[config.mk]
export PLATFORM = sky130hd
export DESIGN_NAME = fpu_ss_offload_unit
export DESIGN_NICKNAME = d
export VERILOG_FILES = /design/src/rtl/fpu_ss_pkg.sv /design/src/rtl/fpu_ss_scoreboard.sv /design/src/rtl/fpu_ss_offload_unit.sv
export SDC_FILE = /design/constraint.sdc
export NUM_CORES = 1
export LEC_CHECK = 0
export CAP_MARGIN = 20
export CORE_MARGIN = 5
export CORE_UTILIZATION = 40
export CTS_CLUSTER_DIAMETER = 150
export DETAILED_ROUTE_END_ITERATION = 7
export PLACE_DENSITY = 0.75
export RECOVER_POWER = 50
export SYNTH_ARGS = -nofsm -noshare
export SYNTH_HDL_FRONTEND = slang
export SYNTH_SLANG_ARGS = --single-unit
[constraint.sdc]
create_clock -name clk_i -period 3.5 [get_ports clk_i]
set_clock_uncertainty 0.15 [all_clocks]
set_input_delay 0.525 -clock clk_i [delete_from_list [all_inputs] [get_ports clk_i]]
set_output_delay 0.525 -clock clk_i [all_outputs]
set_load 0.02 [all_outputs]
[src/rtl/fpu_ss_pkg.sv]
// Shared types and constants for the core-side FPU subsystem offload path.
// Request/response payloads and the operand field positions of the instruction word.
package fpu_ss_pkg;

    localparam int unsigned XLEN       = 32;
    localparam int unsigned ADDR_WIDTH = 32;
    localparam int unsigned NUM_RS     = 3;

    typedef struct packed {
        logic [NUM_RS-1:0][XLEN-1:0] rs;
        logic [XLEN-1:0]             instr_data;
    } offload_req_t;

    typedef struct packed {
        logic [XLEN-1:0] data;
        logic [4:0]      rd;
        logic            error;
    } offload_rsp_t;

    // LSB of the rs1/rs2/rs3 register fields (rs3 lives in the R4-type funct5 slot).
    function automatic int unsigned rs_lsb(input int unsigned idx);
        case (idx)
            0:       return 15;
            1:       return 20;
            default: return 27;
        endcase
    endfunction

endpackage

[src/rtl/fpu_ss_scoreboard.sv]
// Integer-destination pending vector: one bit per register, x0 never pending.
// Set and clear of different bits in the same cycle both take effect.
module fpu_ss_scoreboard
    import fpu_ss_pkg::*;
(
    input  logic                   i_clk,
    input  logic                   i_rst_n,
    input  logic                   i_set_en,
    input  logic [4:0]             i_set_addr,
    input  logic                   i_clr_en,
    input  logic [4:0]             i_clr_addr,
    input  logic [NUM_RS-1:0][4:0] i_rs_addr,
    output logic [NUM_RS-1:0]      o_rs_pending,
    input  logic [4:0]             i_rd_addr,
    output logic                   o_rd_pending,
    output logic [31:0]            o_pending
);

    logic [31:1] r_pending;
    logic [31:1] w_set_mask;
    logic [31:1] w_clr_mask;
    logic [31:0] w_pending;

    generate
        for (genvar gi = 1; gi < 32; gi++) begin : g_mask
            assign w_set_mask[gi] = i_set_en && (i_set_addr == 5'(gi));
            assign w_clr_mask[gi] = i_clr_en && (i_clr_addr == 5'(gi));
        end
    endgenerate

    always_ff @(posedge i_clk or negedge i_rst_n) begin
        if (!i_rst_n) begin
            r_pending <= '0;
        end else begin
            r_pending <= (r_pending & ~w_clr_mask) | w_set_mask;
        end
    end

    assign w_pending = {r_pending, 1'b0};

    generate
        for (genvar gi = 0; gi < NUM_RS; gi++) begin : g_rd_port
            assign o_rs_pending[gi] = w_pending[i_rs_addr[gi]];
        end
    endgenerate

    assign o_rd_pending = w_pending[i_rd_addr];
    assign o_pending    = w_pending;

endmodule

[src/rtl/fpu_ss_offload_unit.sv]
// Offload stage between the core predecoder and the FPU subsystem C-request/C-response channels.
// Tracks integer destinations in flight so dependent core instructions stall until writeback.
module fpu_ss_offload_unit
    import fpu_ss_pkg::*;
#(
    parameter int unsigned MAX_OUTSTANDING = 4,
    parameter logic [31:0] HART_ID         = 32'd0
) (
    input  logic                         clk_i,
    input  logic                         rst_ni,
    input  logic                         instr_valid_i,
    output logic                         instr_ready_o,
    input  logic [31:0]                  instr_i,
    input  logic [NUM_RS-1:0][XLEN-1:0]  rs_i,
    input  logic [NUM_RS-1:0]            rs_used_i,
    input  logic                         rsp_expected_i,
    output logic                         c_q_valid_o,
    input  logic                         c_q_ready_i,
    output logic [ADDR_WIDTH-1:0]        c_q_addr_o,
    output logic [NUM_RS-1:0][XLEN-1:0]  c_q_rs_o,
    output logic [31:0]                  c_q_instr_data_o,
    output logic [31:0]                  c_q_hart_id_o,
    input  logic                         c_p_valid_i,
    output logic                         c_p_ready_o,
    input  logic [31:0]                  c_p_data_i,
    input  logic [4:0]                   c_p_rd_i,
    input  logic                         c_p_error_i,
    input  logic                         c_p_dualwb_i,
    output logic                         wb_valid_o,
    input  logic                         wb_ready_i,
    output logic [4:0]                   wb_addr_o,
    output logic [31:0]                  wb_data_o,
    output logic                         err_o,
    output logic [4:0]                   err_rd_o,
    output logic                         busy_o,
    input  logic [NUM_RS-1:0][4:0]       stall_rs_i,
    output logic                         stall_o
);

    localparam int unsigned      CNT_W   = $clog2(MAX_OUTSTANDING + 1);
    localparam logic [CNT_W-1:0] MAX_CNT = CNT_W'(MAX_OUTSTANDING);

    logic             r_req_full;
    offload_req_t     r_req;
    logic             r_resp_full;
    offload_rsp_t     r_resp;
    logic [CNT_W-1:0] r_outstanding;

    logic [NUM_RS-1:0][4:0] w_rs_addr;
    logic [NUM_RS-1:0]      w_rs_pending;
    logic [NUM_RS-1:0]      w_rs_hazard;
    logic [NUM_RS-1:0]      w_query_hit;
    logic [4:0]             w_rd;
    logic                   w_rd_pending;
    logic [31:0]            w_pending;
    logic                   w_req_drain;
    logic                   w_req_slot_free;
    logic                   w_rsp_ok;
    logic                   w_accept;
    logic                   w_cp_hs;
    logic                   w_retire;
    logic                   w_cnt_inc;
    logic                   w_cnt_dec;
    logic                   w_unused_dualwb;

    assign w_unused_dualwb = c_p_dualwb_i;
    assign w_rd            = instr_i[11:7];

    generate
        for (genvar gi = 0; gi < NUM_RS; gi++) begin : g_rs
            assign w_rs_addr[gi]   = instr_i[rs_lsb(gi) +: 5];
            assign w_rs_hazard[gi] = rs_used_i[gi] && w_rs_pending[gi];
            // x0 is never pending, so a zero query address can never hit.
            assign w_query_hit[gi] = w_pending[stall_rs_i[gi]];
        end
    endgenerate

    // Request slot may be refilled in the same cycle it hands off, sustaining one offload per cycle.
    assign w_req_drain     = r_req_full && c_q_ready_i;
    assign w_req_slot_free = !r_req_full || w_req_drain;
    assign w_rsp_ok        = !rsp_expected_i || (!w_rd_pending && (r_outstanding < MAX_CNT));
    assign instr_ready_o   = w_req_slot_free && !(|w_rs_hazard) && w_rsp_ok;
    assign w_accept        = instr_valid_i && instr_ready_o;

    // Errors and x0 results need no RF port, so they retire without waiting for wb_ready_i.
    assign w_retire    = r_resp_full && (r_resp.error || (r_resp.rd == 5'd0) || wb_ready_i);
    assign c_p_ready_o = !r_resp_full || w_retire;
    assign w_cp_hs     = c_p_valid_i && c_p_ready_o;

    assign w_cnt_inc = w_accept && rsp_expected_i;
    assign w_cnt_dec = w_retire && (r_outstanding != '0);

    fpu_ss_scoreboard u_scoreboard (
        .i_clk        (clk_i),
        .i_rst_n      (rst_ni),
        .i_set_en     (w_cnt_inc),
        .i_set_addr   (w_rd),
        .i_clr_en     (w_retire),
        .i_clr_addr   (r_resp.rd),
        .i_rs_addr    (w_rs_addr),
        .o_rs_pending (w_rs_pending),
        .i_rd_addr    (w_rd),
        .o_rd_pending (w_rd_pending),
        .o_pending    (w_pending)
    );

    always_ff @(posedge clk_i or negedge rst_ni) begin
        if (!rst_ni) begin
            r_req_full <= 1'b0;
            r_req      <= '0;
        end else if (w_accept) begin
            r_req_full <= 1'b1;
            r_req      <= '{rs: rs_i, instr_data: instr_i};
        end else if (w_req_drain) begin
            r_req_full <= 1'b0;
        end
    end

    always_ff @(posedge clk_i or negedge rst_ni) begin
        if (!rst_ni) begin
            r_resp_full <= 1'b0;
            r_resp      <= '0;
        end else if (w_cp_hs) begin
            r_resp_full <= 1'b1;
            r_resp      <= '{data: c_p_data_i, rd: c_p_rd_i, error: c_p_error_i};
        end else if (w_retire) begin
            r_resp_full <= 1'b0;
        end
    end

    always_ff @(posedge clk_i or negedge rst_ni) begin
        if (!rst_ni) begin
            r_outstanding <= '0;
        end else begin
            case ({w_cnt_inc, w_cnt_dec})
                2'b10:   r_outstanding <= r_outstanding + CNT_W'(1);
                2'b01:   r_outstanding <= r_outstanding - CNT_W'(1);
                default: r_outstanding <= r_outstanding;
            endcase
        end
    end

    assign c_q_valid_o      = r_req_full;
    assign c_q_addr_o       = '0;
    assign c_q_rs_o         = r_req.rs;
    assign c_q_instr_data_o = r_req.instr_data;
    assign c_q_hart_id_o    = HART_ID;

    assign wb_valid_o = r_resp_full && !r_resp.error && (r_resp.rd != 5'd0);
    assign wb_addr_o  = r_resp.rd;
    assign wb_data_o  = r_resp.data;
    assign err_o      = r_resp_full && r_resp.error;
    assign err_rd_o   = err_o ? r_resp.rd : 5'd0;

    assign busy_o  = r_req_full || r_resp_full || (r_outstanding != '0);
    assign stall_o = |w_query_hit;

    // A response nobody is waiting for means the accelerator broke the protocol.
    assert property (@(posedge clk_i) disable iff (!rst_ni)
        (c_p_valid_i && c_p_ready_o) |-> (r_outstanding != '0));

endmodule

==> impl_metrics.toml <==
[timing]
rsz0062_at_grt = "false"
fin_crit_ns = 3.372
hold_viol_final = 0
finalSetupViolations = 0
whs_ns = 0.3328
fin_crit_sh_pct = 96.33
max_freq_ghz = 0.2966
tightest_slew_ns = 1.894
setup_ws_ns = 0.1285
drv_slew = 74
slew_headroom_pct = -26.26

[job]
drv_cap = 1

[setup_path]
cp_cell_sequence = "clkdlybuf4s50_1, buf_12, mux4_2, mux4_2, mux2i_1, nand3_1, clkdlybuf4s15_1"
cp-end-kind = "output port"
arrival_ns = 2.70
cp_max_fo = 9
timing.rr.start = "u_scoreboard.r_pending[8]"
r2r-end = "r_outstanding[2]"
worst_path_largest_cell_delay_ns = 0.51
worstSetupStartpointType = "primary input"
r2r_slack_ns = 0.17
critPathMostFrequentCell = "mux4_2"
required_ns = 2.82
reg2regPathDepth = 13
crit_type = "in2out"
critical-path-slowest-cell = "clkdlybuf4s50_1"

[grt]
grt_pass1_wl_mm = 51.95
grt_pass1_vias = 8876
antenna_found_initial = 1
grt_max_degree = 74
gr-usage-all-layers_pct = 21.53
grt_overflow = 0

[clock_tree]
cts_made_buffers = 24
clkSinkCount = 202
clock_path_buffers = 3
cts_root_buffer = "clkbuf_16"
clk_pin_slew_ns = 0.06
clock_latency_ns = 0.51
htreeDepth = 1
cts_tree = "yes"

[final_layout]
n_fill_cell = 2113
drive_gt1_share_pct = 21.85
diodes = 0
multiInputGateArea_sq_um = 4760
layoutNonFillerInstCount = 1543
fin_nets = 1388
sequential_cell_area_sq_um = 5055
syn_to_final_growth_pct = 45.39

[floorplan]
core_area_sq_um = 26060
rows = 59
die_x_um = 172.7
die-area_sq_um = 29840
ios = 433
die_y_um = 172.7
start_util_pct = 40.65

[hold_path]
min-delay-path-class = "reg2reg"
min_to = "c_q_rs_o[38]"
hold_path_depth = 1
hold_start = "c_q_rs_o[38]"

[drt]
first_iter_violations = 518
drt-pass1-iter-count = 5
routedWlPerCell_um = 21.59
drc_errors = 0
routed_wl_mm = 33.32
ant_nets = 0
vias = 8127
viasPerCell = 5.267

[synthesis]
synth-edff-count = 0
ys_ff_latch = 202
synth_top_family_by_area = "multiplexers"
synthArstFlopShare_pct = 100.0
synthAdderAreaFrac_pct = 0.3071
ys_seq_area_share_pct = 47.72
netlist_instances = 812
synth-compound-area-share_pct = 5.823
yosys_warnings = 0
synth-xor-area-share_pct = 0.2481
synth_area_per_cell_sq_um = 13.05
synthMuxAreaShare_pct = 30.56
synth_cell_type_count = 49
synth_simple_gate_area_share_pct = 5.481
syn_area_sq_um = 10590
synthFlopType = "dfrtp_1"

[place]
dp.cells = 1502
gp_congestion = 0.8999
port_buffers = 367
pre_cts_slack_ns = -0.4863
dp_hpwl_mm = 24.89

[pwr]
p_leak_nw = 6.482
vdd_ir_drop_max_mv = 0.7840
power_density_nw_per_um2 = 693.6
p_total_mw = 10.68

[status]
status = "complete, but fails checks"
violations = "capacitance limit, slew limit"
per-layer routing:
layer / wire length, um / GRT usage, %
met2: 17020 / 37.83
met5: 13 / 0
met3: 3240 / 6.594
met4: 1078 / 6.747
met1: 11970 / 25.29
power breakdown:
part / leakage, nW / switching (mW) / internal (mW) / total [mW]
sequential: 2.42 / 0.546 / 3.15 / 3.69
combinational: 3.67 / 2.21 / 2.24 / 4.46
clock: 0.386 / 0.954 / 1.58 / 2.53
synth_stat cells, types with 2 or more instances:
| master | instances | area share, % |
|---|---|---|
| nand2_1 | 24 | 0.85 |
| buf_2 | 13 | 0.61 |
| a311oi_1 | 2 | 0.17 |
| xor2_1 | 2 | 0.17 |
| or3b_2 | 4 | 0.33 |
| and3_1 | 5 | 0.30 |
| mux2_1 | 68 | 7.2 |
| clkbuf_1 | 22 | 0.78 |
| nand3b_1 | 11 | 0.78 |
| nand3_1 | 14 | 0.66 |
| and2_1 | 2 | 0.12 |
| nor3_1 | 2 | 0.094 |
| nor2b_1 | 8 | 0.47 |
| mux4_2 | 40 | 8.5 |
| inv_1 | 8 | 0.28 |
| o211ai_1 | 2 | 0.14 |
| nor3b_1 | 4 | 0.28 |
| mux2i_1 | 41 | 3.9 |
| a22oi_1 | 5 | 0.35 |
| nand2b_1 | 6 | 0.35 |
| nor2_1 | 13 | 0.46 |
| buf_1 | 4 | 0.14 |
| a21oi_1 | 3 | 0.14 |
| o21ai_0 | 35 | 1.7 |
| buf_4 | 101 | 7.2 |
| a31oi_1 | 3 | 0.18 |
| buf_6 | 8 | 0.85 |
| dfrtp_1 | 202 | 48 |
| or2_2 | 2 | 0.12 |
| mux2_2 | 103 | 11 |
| a211oi_1 | 3 | 0.21 |
| o31ai_1 | 32 | 2.3 |
| a221oi_1 | 3 | 0.25 |
| nand4_1 | 2 | 0.12 |
critical path, delay by kind of cell:
kind,cells,cell delay [ns]
multiplexers,3,1.14
buffers and inverters,3,0.94
AND/OR/NAND/NOR,1,0.09
cells in the final DEF, fill, tap and decap left out, drive strengths merged, types with 5 or more instances in the layout:
cell type,Yosys,final
o31ai,32,32
clkbuf,22,38
mux4,40,40
mux2i,41,41
o21ai,36,36
and3,5,5
nand3b,11,11
nor2b,8,8
clkdlybuf4s50,0,276
nand2,25,25
dfrtp,202,202
conb,1,64
dlygate4sd3,0,87
nand2b,6,6
buf,126,70
mux2,171,171
nand3,14,14
inv,8,8
nor2,13,13
a22oi,5,5
flip-flops by register name (all words and copies together) (netlist names):
register                count
c_q_rs_o                   96
c_q_valid_o                 1
r_outstanding               3
r_resp_full                 1
r_resp                      1
wb_addr_o                   5
c_q_instr_data_o           32
wb_data_o                  32
u_scoreboard.r_pending     31
metrics by stage:
step                      util [%]  setup TNS (ns)  instance area, sq um
after CTS                    59.18               0                 15420
after global routing         59.10               0                 15400
after detailed placement     56.08          -34.53                 14610
final                        59.10               0                 15400
after floorplan                  -               0                 10830
after global placement       56.08          -29.22                 14610
final cells by class:
cell class                 count  area share [%]
inverter                       8          0.1950
clock buffer                  33           4.452
timing repair buffer         441           28.16
tap                          335           2.722
multi-input combinational    517           30.90
clock inverter                 7          0.7474
sequential                   202           32.82
kinds of logic (layout without fill, tap and decap cells):
group,Yosys count,count (layout)
compound gates,93,93
xor+xnor,3,3
fa+ha+maj,2,2
buf+inv,156,489
flops,202,202
mux,252,252
other cells,1,64
simple gates,103,103
worst max path at each step:
stage / cells after the start / start / endpoint / slack, ns
finish: 7 / stall_rs_i[10] / stall_o / 0.13
CTS: 6 / u_scoreboard.r_pending[8] / instr_ready_o / 0.03
detailed placement: 14 / instr_i[7] / r_outstanding[2] / -0.49
floorplan: 13 / instr_i[8] / r_outstanding[2] / 0.1
global route: 8 / instr_i[15] / instr_ready_o / 0.008
global placement: 13 / instr_i[7] / r_outstanding[2] / -0.45
timing repair:
action | 4_1_cts | 5_1_grt
resized for setup | 6 | 5
pin swaps | 0 | 0
hold buffers | 1 | 0
hold endpoints to repair | 69 | 0
endpoints found under the setup margin | 2 | 4
buffers inserted | 0 | 0
(Power assumes the default switching activity.)
